$ cat src/rtl/imem_prefetch_buffer.sv
// -----------------------------------------------------------------------------
// imem_prefetch_buffer
//
// Instruction prefetch queue that sits between instruction memory and the
// core's fetch stage. It runs ahead sequentially from the current fetch PC and
// issues word requests over a valid/ready port. It keeps in-order responses in
// a small ring and hands the head word to the core while the core's PC matches
// the head address. A PC that differs from the head address is a redirect. On a
// redirect the queue is flushed and responses that are still in flight are
// thrown away.
//
// Ports
//   clk            rising-edge clock
//   reset          asynchronous reset, active low
//   pc_req         fetch PC from the core (PCF); bits [1:0] are ignored
//   stall          core StallF; while high no queue entry is consumed
//   instr          instruction for pc_req, or NOP_INSTR on a miss
//   instr_valid    instr carries memory data for pc_req
//   miss_stall     inverse of instr_valid; the core must hold PCF
//   mem_req_valid  fetch request valid
//   mem_req_ready  memory accepts the request
//   mem_addr       word-aligned fetch address
//   mem_rsp_valid  response valid (in order, never before its request)
//   mem_rsp_data   response instruction word
// -----------------------------------------------------------------------------
module imem_prefetch_buffer #(
  parameter int unsigned DEPTH           = 4,
  parameter int unsigned MAX_OUTSTANDING = 2,
  parameter logic [31:0] RESET_PC        = 32'h0000_0000,
  parameter logic [31:0] NOP_INSTR       = 32'hE1A0_0000
) (
  input  logic        clk,
  input  logic        reset,
  input  logic [31:0] pc_req,
  input  logic        stall,
  output logic [31:0] instr,
  output logic        instr_valid,
  output logic        miss_stall,
  output logic        mem_req_valid,
  input  logic        mem_req_ready,
  output logic [31:0] mem_addr,
  input  logic        mem_rsp_valid,
  input  logic [31:0] mem_rsp_data
);

  localparam int PTR_W = (DEPTH > 1) ? $clog2(DEPTH) : 1;
  localparam int CNT_W = $clog2(DEPTH + 1);
  localparam int OUT_W = $clog2(MAX_OUTSTANDING + 1);
  // Wide enough for count + outstanding (outstanding never exceeds DEPTH).
  localparam int SUM_W = CNT_W + 1;

  logic [31:0]      head_pc_reg;
  logic [31:0]      fetch_addr_reg;
  logic [CNT_W-1:0] count_reg;
  logic [OUT_W-1:0] outstanding_reg;
  logic [OUT_W-1:0] discard_reg;
  logic [PTR_W-1:0] rd_ptr_reg;
  logic [PTR_W-1:0] wr_ptr_reg;
  logic [31:0]      ring_mem [DEPTH];

  logic [31:0]      pc;
  logic             redirect;
  logic             hit;
  logic             issue;
  logic             push;
  logic             pop;
  logic [SUM_W-1:0] occupancy;
  logic [OUT_W-1:0] outstanding_after_rsp;
  logic             unused_pc_bits;

  assign pc             = {pc_req[31:2], 2'b00};
  assign unused_pc_bits = ^pc_req[1:0];

  assign redirect = (pc != head_pc_reg);
  assign hit      = (count_reg != '0) && !redirect;

  assign instr       = hit ? ring_mem[rd_ptr_reg] : NOP_INSTR;
  assign instr_valid = hit;
  assign miss_stall  = !hit;

  // A request may only be issued when it is certain to find a ring slot on
  // return. Slots are reserved by counting in-flight requests in the occupancy.
  assign occupancy     = SUM_W'(count_reg) + SUM_W'(outstanding_reg);
  assign mem_req_valid = reset && !redirect
                         && (occupancy < SUM_W'(DEPTH))
                         && (outstanding_reg < OUT_W'(MAX_OUTSTANDING));
  assign mem_addr      = fetch_addr_reg;
  assign issue         = mem_req_valid && mem_req_ready;

  // Responses that belong to an older instruction stream are dropped. These
  // are counted in discard, or the response arrives on the redirect edge itself.
  assign push = mem_rsp_valid && (discard_reg == '0) && !redirect;
  assign pop  = hit && !stall;

  assign outstanding_after_rsp = outstanding_reg - OUT_W'(mem_rsp_valid);

  always_ff @(posedge clk or negedge reset) begin
    if (!reset) begin
      head_pc_reg     <= RESET_PC;
      fetch_addr_reg  <= RESET_PC;
      count_reg       <= '0;
      outstanding_reg <= '0;
      discard_reg     <= '0;
      rd_ptr_reg      <= '0;
      wr_ptr_reg      <= '0;
    end else if (redirect) begin
      // Flush the queue and restart at the new PC. Every request still in
      // flight after this edge is stale and must be discarded.
      head_pc_reg     <= pc;
      fetch_addr_reg  <= pc;
      count_reg       <= '0;
      rd_ptr_reg      <= wr_ptr_reg;
      outstanding_reg <= outstanding_after_rsp;
      discard_reg     <= outstanding_after_rsp;
    end else begin
      if (issue) begin
        fetch_addr_reg <= fetch_addr_reg + 32'd4;
      end
      outstanding_reg <= outstanding_after_rsp + OUT_W'(issue);
      if (mem_rsp_valid && (discard_reg != '0)) begin
        discard_reg <= discard_reg - OUT_W'(1);
      end
      if (push) begin
        wr_ptr_reg <= wr_ptr_reg + PTR_W'(1);
      end
      if (pop) begin
        rd_ptr_reg  <= rd_ptr_reg + PTR_W'(1);
        head_pc_reg <= head_pc_reg + 32'd4;
      end
      unique case ({push, pop})
        2'b10:   count_reg <= count_reg + CNT_W'(1);
        2'b01:   count_reg <= count_reg - CNT_W'(1);
        default: ;
      endcase
    end
  end

  // The data ring has no reset. A slot is only read after it has been written.
  always_ff @(posedge clk) begin
    if (push) begin
      ring_mem[wr_ptr_reg] <= mem_rsp_data;
    end
  end

endmodule

$ cat config.mk
export PLATFORM = sky130hd
export DESIGN_NAME = imem_prefetch_buffer
export DESIGN_NICKNAME = d
export VERILOG_FILES = /design/src/rtl/imem_prefetch_buffer.sv
export SDC_FILE = /design/constraint.sdc
export NUM_CORES = 1
export LEC_CHECK = 0
export ABC_AREA = 1
export CAP_MARGIN = 20
export CORE_MARGIN = 1.5
export CORE_UTILIZATION = 45
export DETAILED_ROUTE_END_ITERATION = 8
export MAX_ROUTING_LAYER = met4
export PLACE_DENSITY_LB_ADDON = 0.05
export SLEW_MARGIN = 20
export SYNTH_ARGS = -nofsm -noshare
export SYNTH_HDL_FRONTEND = slang
export SYNTH_SLANG_ARGS = --single-unit
$ cat constraint.sdc
create_clock -name clk -period 4.8 [get_ports clk]
set_clock_uncertainty 0.2 [all_clocks]
set_input_delay 0.96 -clock clk [delete_from_list [all_inputs] [get_ports clk]]
set_output_delay 0.96 -clock clk [all_outputs]
set_load 0.02 [all_outputs]
**Yosys cells after proc, flatten, opt, wreduce, memory -nomap -nowiden**

Memory sizes are Yosys's and may differ from the RTL's.
Index checks and enable logic that the tools add are counted.

- $add $sub $neg: 10
- Magnitude comparators: 2
- Eq/ne operators: 3
- Multiplexer cells: 14
- Bitwise operators: 1
- Reductions and logical operators: 20

Operators by type and width:

| operator | number |
|---|---|
| $mux 32 | 5 |
| $add 32x3->32 const B | 2 |
| $ne 32x32->1 | 1 |
| $mux 2 | 5 |
| $logic_and 1x1->1 | 9 |
| $reduce_bool 2->1 | 4 |
| $pmux 3 s2 | 1 |
| $reduce_bool 3->1 | 2 |
| $add 2x1->2 const B | 2 |
| $add 3x2->4 | 1 |
| $lt 4x3->1 const B | 1 |
| $add 3x1->3 const B | 1 |
| $logic_not 1->1 | 3 |
| $mux 3 | 1 |
| $sub 3x1->3 const B | 1 |
| $add 2x1->2 | 1 |
| $eq 2x1->1 const B | 1 |
| $eq 2x2->1 const B | 1 |
| $logic_not 2->1 | 1 |
| $lt 2x2->1 const B | 1 |
| $mux 1 | 2 |
| $reduce_and 2->1 | 1 |
| $sub 2x1->2 | 1 |
| $sub 2x1->2 const B | 1 |
| $not 1->1 | 1 |

- Flip-flop bits (word level): 75
- Memory bits (writable): 128
- Bits of input ports: 69
- Output and inout port bits: 67
- Memories kept: 1

Memories:

| memory | depth | width | read ports | clocked after memory_dff | wr ports | RTL line | text |
|---|---|---|---|---|---|---|---|
| ring_mem | 4 | 32 | 1 | 0 | 1 | 59 | `logic [31:0] ring_mem [DEPTH];` |

**Logic depth before layout (Yosys ltp)**

Gate-level depths: netlist of run 1.

- Depth after elaboration: 8
- Gate-level depth with buffers: 17
- Gate-level depth less buffers: 17

**Worst setup path before layout of run 1**

Ideal clock, no wire load.

- Path type: input to register
- Start: input port pc_req[2]
- End: memory ring_mem[1][0] (enable)
- Library setup time: 0.421 ns
- Data arrival time: 3.307 ns
- Setup slack: 0.872 ns
- Stages: 13
- Path buffers: 1
- Path through: inv_1 nand2_1 nand2_1 nor2_1 nand2_1 nor2_1 nand2_2 inv_1 nand2_2 buf_6 nor2_2 inv_1 nor2_1

- Word-level cells in the longest chain between the ends: 5

RTL lines:

| what | RTL line | text |
|---|---|---|
| from (decl) | 34 | `input logic [31:0] pc_req,` |
| $ne 32x32->1 | 74 | `assign redirect = (pc != head_pc_reg);` |
| $logic_not 1->1 | 92 | `assign push = mem_rsp_valid && (discard_reg == '0) && !redirect;` |
| $logic_and 1x1->1 | 92 |  |
| $mux 1 | 140 | `if (push) begin` |
| $mux 1 (implied by the code) | 141 | `ring_mem[wr_ptr_reg] <= mem_rsp_data;` |
| to (decl) | 59 |  |

Every way passes these cells.

**Final worst setup path of run 1**

- Start: input port pc_req[30]
- End: output port instr[5]

- Word-level cells in the longest chain between the ends: 4

RTL lines:

| what | RTL line | text |
|---|---|---|
| $ne 32x32->1 | 74 |  |
| $logic_not 1->1 | 75 | `assign hit = (count_reg != '0) && !redirect;` |
| $logic_and 1x1->1 | 75 |  |
| $mux 32 | 77 | `assign instr = hit ? ring_mem[rd_ptr_reg] : NOP_INSTR;` |
| to (decl) | 36 | `output logic [31:0] instr,` |

Every way passes these cells.

==> results of run 1 <==
-- cell families after synthesis --
kind of cell,Yosys count,synth area share (%)
xor+xnor,55,4.75
flops,199,55.4
buf+inv,152,6.17
other cells,1,0.0370
compound gates,158,9.13
fa+ha+maj,11,1.43
simple gates,567,23.1
-- power groups by stage --
stage / Sequential (mW) / Clock (mW) / Combinational [mW]
finish: 1.92 / 1.46 / 0.337
floorplan: 1.96 / 0 / 0.171
global placement: 1.95 / 0 / 0.332
CTS: 1.92 / 1.48 / 0.340
global route: 1.92 / 1.55 / 0.383
detailed placement: 1.95 / 0 / 0.338
-- layout by cell type, fill, tap and decap left out, types with 2 or more instances in the layout --
| cell type | Yosys | routed |
|---|---|---|
| nand2_1 | 283 | 283 |
| nor2_1 | 185 | 181 |
| clkdlybuf4s50_1 | 0 | 130 |
| edfxtp_1 | 128 | 128 |
| inv_1 | 95 | 95 |
| o21ai_0 | 75 | 75 |
| dfrtp_1 | 71 | 70 |
| xor2_1 | 43 | 43 |
| o211ai_1 | 42 | 42 |
| nand3_1 | 41 | 41 |
| a21oi_1 | 31 | 31 |
| nor3_1 | 24 | 24 |
| buf_4 | 8 | 22 |
| clkbuf_16 | 0 | 17 |
| inv_2 | 16 | 16 |
| nand4_1 | 14 | 14 |
| xnor2_1 | 12 | 12 |
| ha_1 | 10 | 10 |
| nor4_1 | 7 | 7 |
| o221ai_1 | 6 | 6 |
| inv_8 | 0 | 5 |
| nand2_2 | 4 | 4 |
| nor2_2 | 2 | 3 |
| nor2_4 | 0 | 3 |
| clkinv_8 | 0 | 3 |
| buf_12 | 0 | 3 |
| nor3b_1 | 2 | 2 |
| conb_1 | 1 | 2 |
| clkinv_4 | 0 | 2 |
| inv_12 | 0 | 2 |
| inv_6 | 0 | 2 |
-- synthesized netlist by cell type, drive strengths merged --
master  instances
nand4          15
inv           111
buf            21
a21oi          32
xor2           43
edfxtp        128
clkbuf         19
ha             10
nand3          42
xnor2          12
o21ai          76
o211ai         42
nor3           25
o221ai          6
conb            1
nand2         288
o31ai           1
dfrtp          71
nor2          188
o22ai           1
fa              1
nor3b           2
nor4            7
clkinv          1
-- cell type report --
class                           count  area [µm²]  share of cell area (%)
Tap cell                          280         350                    2.81
Timing Repair Buffer              155        1530                    12.3
Clock inverter                     14         173                    1.39
Sequential cell                   199        5620                    45.2
Inverter                          112         422                    3.39
Clock buffer                       18         429                    3.45
Multi-Input combinational cell    793        3930                    31.6
-- final timing paths --
| check | startpoint | to | slack (ns) | cells past startpoint |
|---|---|---|---|---|
| worst max register to register | head_pc_reg[20] | ring_mem[1][25] | 1.76 | 14 |
| worst min-delay path | reset | discard_reg[1] | 0.09 | 1 |
| max in group asynchronous | reset | rd_ptr_reg[0] | 3.16 | 2 |
| worst max-delay path | pc_req[30] | instr[5] | 0.18 | 13 |
| worst min register to register | discard_reg[0] | discard_reg[0] | 0.34 | 2 |
| min in group clk | discard_reg[0] | discard_reg[0] | 0.34 | 2 |
-- metal layers --
| layer | vias to the layer above | GRT usage [%] | wire [µm] |
|---|---|---|---|
| li1 | 4058 | - | - |
| met1 | 3807 | 30.3 | 11500 |
| met2 | 185 | 41.0 | 13400 |
| met3 | 31 | 3.18 | 1140 |
| met4 | 0 | 6.63 | 469 |
| met5 | - | - | 0 |
-- critical path: stages --
cell	delay [ns]
clkdlybuf4s50_1	0.53
inv_1	0.05
nand2_1	0.05
nand2_1	0.04
nor2_1	0.13
nand2_1	0.08
nor2_1	0.20
nand2_2	0.14
nor2_8	0.15
nand2_4	0.11
buf_4	0.19
a21oi_1	0.18
clkdlybuf4s50_1	0.64
-- metrics by stage --
| step | worst slack, ns | hold WS (ns) | power, mW | std cells |
|---|---|---|---|---|
| 6_report | 0.178 | 0.0870 | 3.71 | 1571 |
| 5_1_grt | 0.0341 | 0.0676 | 3.86 | 1571 |
| 3_5_place_dp | 0.187 | 0.335 | 2.29 | 1539 |
| 3_3_place_gp | 0.211 | 0.329 | 2.29 | 1539 |
| 4_1_cts | 0.177 | 0.0690 | 3.74 | 1571 |
| 2_1_floorplan | 0.872 | 0.304 | 2.13 | 1144 |
==> impl_metrics.tcl, run 1 <==
set metrics [dict create \
    violations "design-rule violations" \
    drc 12 \
    min_period_ns 4.62 \
    grt_max_degree 71 \
    hp-class "input pin to async pin" \
    p_leak_nw 5.06 \
    io_pins 136 \
    largest_reg_flops 128 \
    hold_buffers 0 \
    finalSetupViolations 0 \
    rsz0062_at_grt "false" \
    yosysWarnings 0 \
    comb_power_share_pct 9.1 \
    ir_drop_mv 0.209 \
    synth.avg_cell_area_um2 8.88 \
    grt_pass1_wl_mm 42.1 \
    postSynthCellCount 1143 \
    antenna_found_initial 0 \
    worstPathRequired_ns 3.64 \
    switching_share_pct 26.5 \
    worst-path-max-fanout 6 \
    outcome "finished, violations left" \
    power_frac_seq_pct 51.6 \
    antenna_cells 0 \
    wirelength_mm 26.5 \
    viasPerCell 5.14 \
    drive_above_1_share_pct 6.97 \
    yosys.area.top_type_share_pct 37.9 \
    fillers 1981 \
    synth_seq_area_share_pct 55.4 \
    path_class "input pin to output pin" \
    hpwl_mm 18.6 \
    postCtsSetupRepairBufs 0 \
    intPower_mw 2.73 \
    max-clock-path-buffers 2 \
    clockPowerShare_pct 39.3 \
    place_area_mm2 0.0118 \
    synth-seq-cells 199 \
    maxSlewViolCount 0 \
    clock.fmax_mhz 216 \
    fin_util_pct 56.7 \
    track_usage_pct 24.1 \
    finalCritPeriodShare_pct 96.3 \
    powerDensity_mw_per_mm2 298 \
    hold_violations 0 \
    clock_latency_ns 0.44 \
    tns_ns 0 \
    final_area_mm2 0.0125 \
    yosys.area.top_type "edfxtp_1" \
    synth_cell_type_count 37 \
    cts_resized 0 \
    die_area_mm2 0.0235 \
    rows 54 \
    gr-total-overflow 0 \
    h-tree-depth 4 \
    place_congestion 0.939 \
    slew_headroom_pct 37.3 \
    root_buffer "clkbuf_16" \
    synth_area_leaders "edfxtp_1 (38%), dfrtp_1 (18%), nand2_1 (10%), nor2_1 (6.8%), xor2_1 (3.7%)" \
    cts_tree "yes" \
    clk_pin_slew_worst_paths_ns 0.08 \
    start_util_pct 46.2 \
    num_vias 8081 \
    die_h_um 153 \
    p_sw_uw 983 \
    core_area_mm2 0.0220 \
    cts.sinks 199 \
    cp.arrival_ns 3.46 \
    worst_slew_pin_slew_ns 0.940 \
    drv_cap 0 \
    grt_pass1_vias 7801 \
    syn-cell-area_mm2 0.0101 \
    final_nets 1358 \
    numCtsBuffers 17 \
    dr.pass1.iters 9 \
    wl_per_cell_um 16.9 \
    end_kind "output pin" \
    cp-start-kind "input pin" \
    die_w_um 153 \
    port_buffers 131 \
    initialDrtViolationCount 574 \
    area_delta_synth_final_pct 22.7 \
    ant_nets 0 \
]
Note: power is estimated with default switching activity, not from simulation.
==> run 2: changes to the inputs <==
- CTS_BUF_LIST: not set -> sky130_fd_sc_hd__clkbuf_4 sky130_fd_sc_hd__clkbuf_8 sky130_fd_sc_hd__clkbuf_16
==> run 2 against run 1 <==
Total power grew 0.11%; combinational power is essentially flat; largest power group unchanged; fmax grew 0.32%; worst hold slack lost 0.00077 ns; global-route usage is the same; die area is the same; utilization is essentially flat; via count grew 0.27%; sequential cell count is the same; wire length grew 0.18%; the flow still finishes with violations (design-rule violations); register-to-register slack is essentially flat.
==> impl_metrics.tcl, run 2 (synthesis results as in run 1) <==
set metrics [dict create \
    drv_cap 0 \
    dr.pass1.iters 7 \
    worstPathRequired_ns 3.64 \
    final_nets 1358 \
    clock.fmax_mhz 217 \
    powerDensity_mw_per_mm2 298 \
    grt_pass1_wl_mm 42.1 \
    ant_nets 0 \
    maxSlewViolCount 0 \
    worst_slack_ns 0.193 \
    largest_reg_flops 128 \
    area_delta_synth_final_pct 22.8 \
    clk_pin_slew_worst_paths_ns 0.08 \
    fin_util_pct 56.7 \
    path_class "input pin to output pin" \
    cp.arrival_ns 3.45 \
    finalCritPeriodShare_pct 96.0 \
    antenna_cells 0 \
    rsz0062_at_grt "false" \
    power_mw 3.72 \
    io_pins 136 \
    cts.sinks 199 \
    drive_above_1_share_pct 7.05 \
    wirelength_mm 26.6 \
    outcome "finished, violations left" \
    hold_buffers 0 \
    register_area_mm2 0.00562 \
    antenna_found_initial 0 \
    hpwl_mm 18.6 \
    mostFrequentLayoutCells "nand2_1 (283), nor2_1 (181), clkdlybuf4s50_1 (130)" \
    die_area_mm2 0.0235 \
    cp-start-kind "input pin" \
    cts_tree "yes" \
    gr-total-overflow 0 \
    place_congestion 0.939 \
    numCtsBuffers 17 \
    drc 12 \
    wl_per_cell_um 16.9 \
    port_buffers 131 \
    max-clock-path-buffers 2 \
    die_w_um 153 \
    hold_violations 0 \
    grt_max_degree 71 \
    p_leak_nw 5.07 \
    end_kind "output pin" \
    initialDrtViolationCount 577 \
    ir_drop_mv 0.209 \
    r2r_cells 14 \
    core_area_mm2 0.0220 \
    finalSetupViolations 0 \
    r2r_slack_ns 1.75 \
    multi_input_area_mm2 0.00393 \
    worst_slew_pin_slew_ns 0.941 \
    num_vias 8103 \
    track_usage_pct 24.1 \
    start_util_pct 46.2 \
    postCtsSetupRepairBufs 0 \
    dp.cells 1539 \
    grt_pass1_vias 7801 \
    cts_resized 0 \
    fillers 1980 \
    r2r-start "head_pc_reg[20]" \
    worst-path-max-fanout 6 \
    viasPerCell 5.16 \
    hp-class "input pin to async pin" \
    dp_slack_ns 0.187 \
    stdcell_count 1571 \
    root_buffer "clkbuf_16" \
    min_period_ns 4.61 \
    layout_commonest_cell "nand2_1" \
    slew_headroom_pct 37.3 \
    violations "design-rule violations" \
    clock_latency_ns 0.45 \
    die_h_um 153 \
    r2r_end "ring_mem[1][25]" \
    tns_ns 0 \
    rows 54 \
    h-tree-depth 4 \
]
run 2: cell counts in the layout (fill, tap and decap cells not counted):
Identical to the previous run, type by type.
run 2: power by group:
part / switching [mW] / leakage (nW) / total [mW] / internal (mW)
clock: 0.743 / 0.297 / 1.46 / 0.719
sequential: 0.0493 / 1.98 / 1.92 / 1.87
combinational: 0.189 / 2.79 / 0.337 / 0.147
run 2: through the flow:
stage               area, µm²  hold slack [ns]
floorplan               10100            0.304
global placement        11800            0.329
detailed placement      11800            0.335
CTS                     12500           0.0690
global route            12500           0.0676
finish                  12500           0.0862
run 2: layout make-up:
cell class | count | share of cell area (%)
Clock buffer | 18 | 3.48
Clock inverter | 14 | 1.39
Inverter | 112 | 3.39
Multi-Input combinational cell | 793 | 31.5
Sequential cell | 199 | 45.1
Tap cell | 280 | 2.81
Timing Repair Buffer | 155 | 12.3
run 2: worst max path at each step:
| stage | start | endpoint | slack, ns | cells past startpoint |
|---|---|---|---|---|
| 6_report | pc_req[30] | instr[7] | 0.19 | 13 |
| 5_1_grt | pc_req[21] | instr[7] | 0.03 | 13 |
| 4_1_cts | pc_req[30] | instr[7] | 0.18 | 13 |
| 3_5_place_dp | pc_req[30] | instr[7] | 0.19 | 13 |
| 3_3_place_gp | pc_req[21] | instr[14] | 0.21 | 13 |
| 2_1_floorplan | pc_req[2] | ring_mem[1][0] | 0.87 | 13 |
run 2: worst max-delay path, stage by stage:
cell	delay [ns]
clkdlybuf4s50_1	0.53
inv_1	0.05
nand2_1	0.05
nand2_1	0.04
nor2_1	0.13
nand2_1	0.08
nor2_1	0.20
nand2_2	0.14
nor2_8	0.15
nand2_4	0.11
buf_4	0.19
a21oi_1	0.14
clkdlybuf4s50_1	0.67
run 2: layer usage:
layer,vias to the layer above,track usage (%),routed length (µm)
met5,-,-,0
met4,0,6.63,454
met3,29,3.18,1190
met2,190,41.0,13400
met1,3829,30.3,11500
li1,4055,-,-
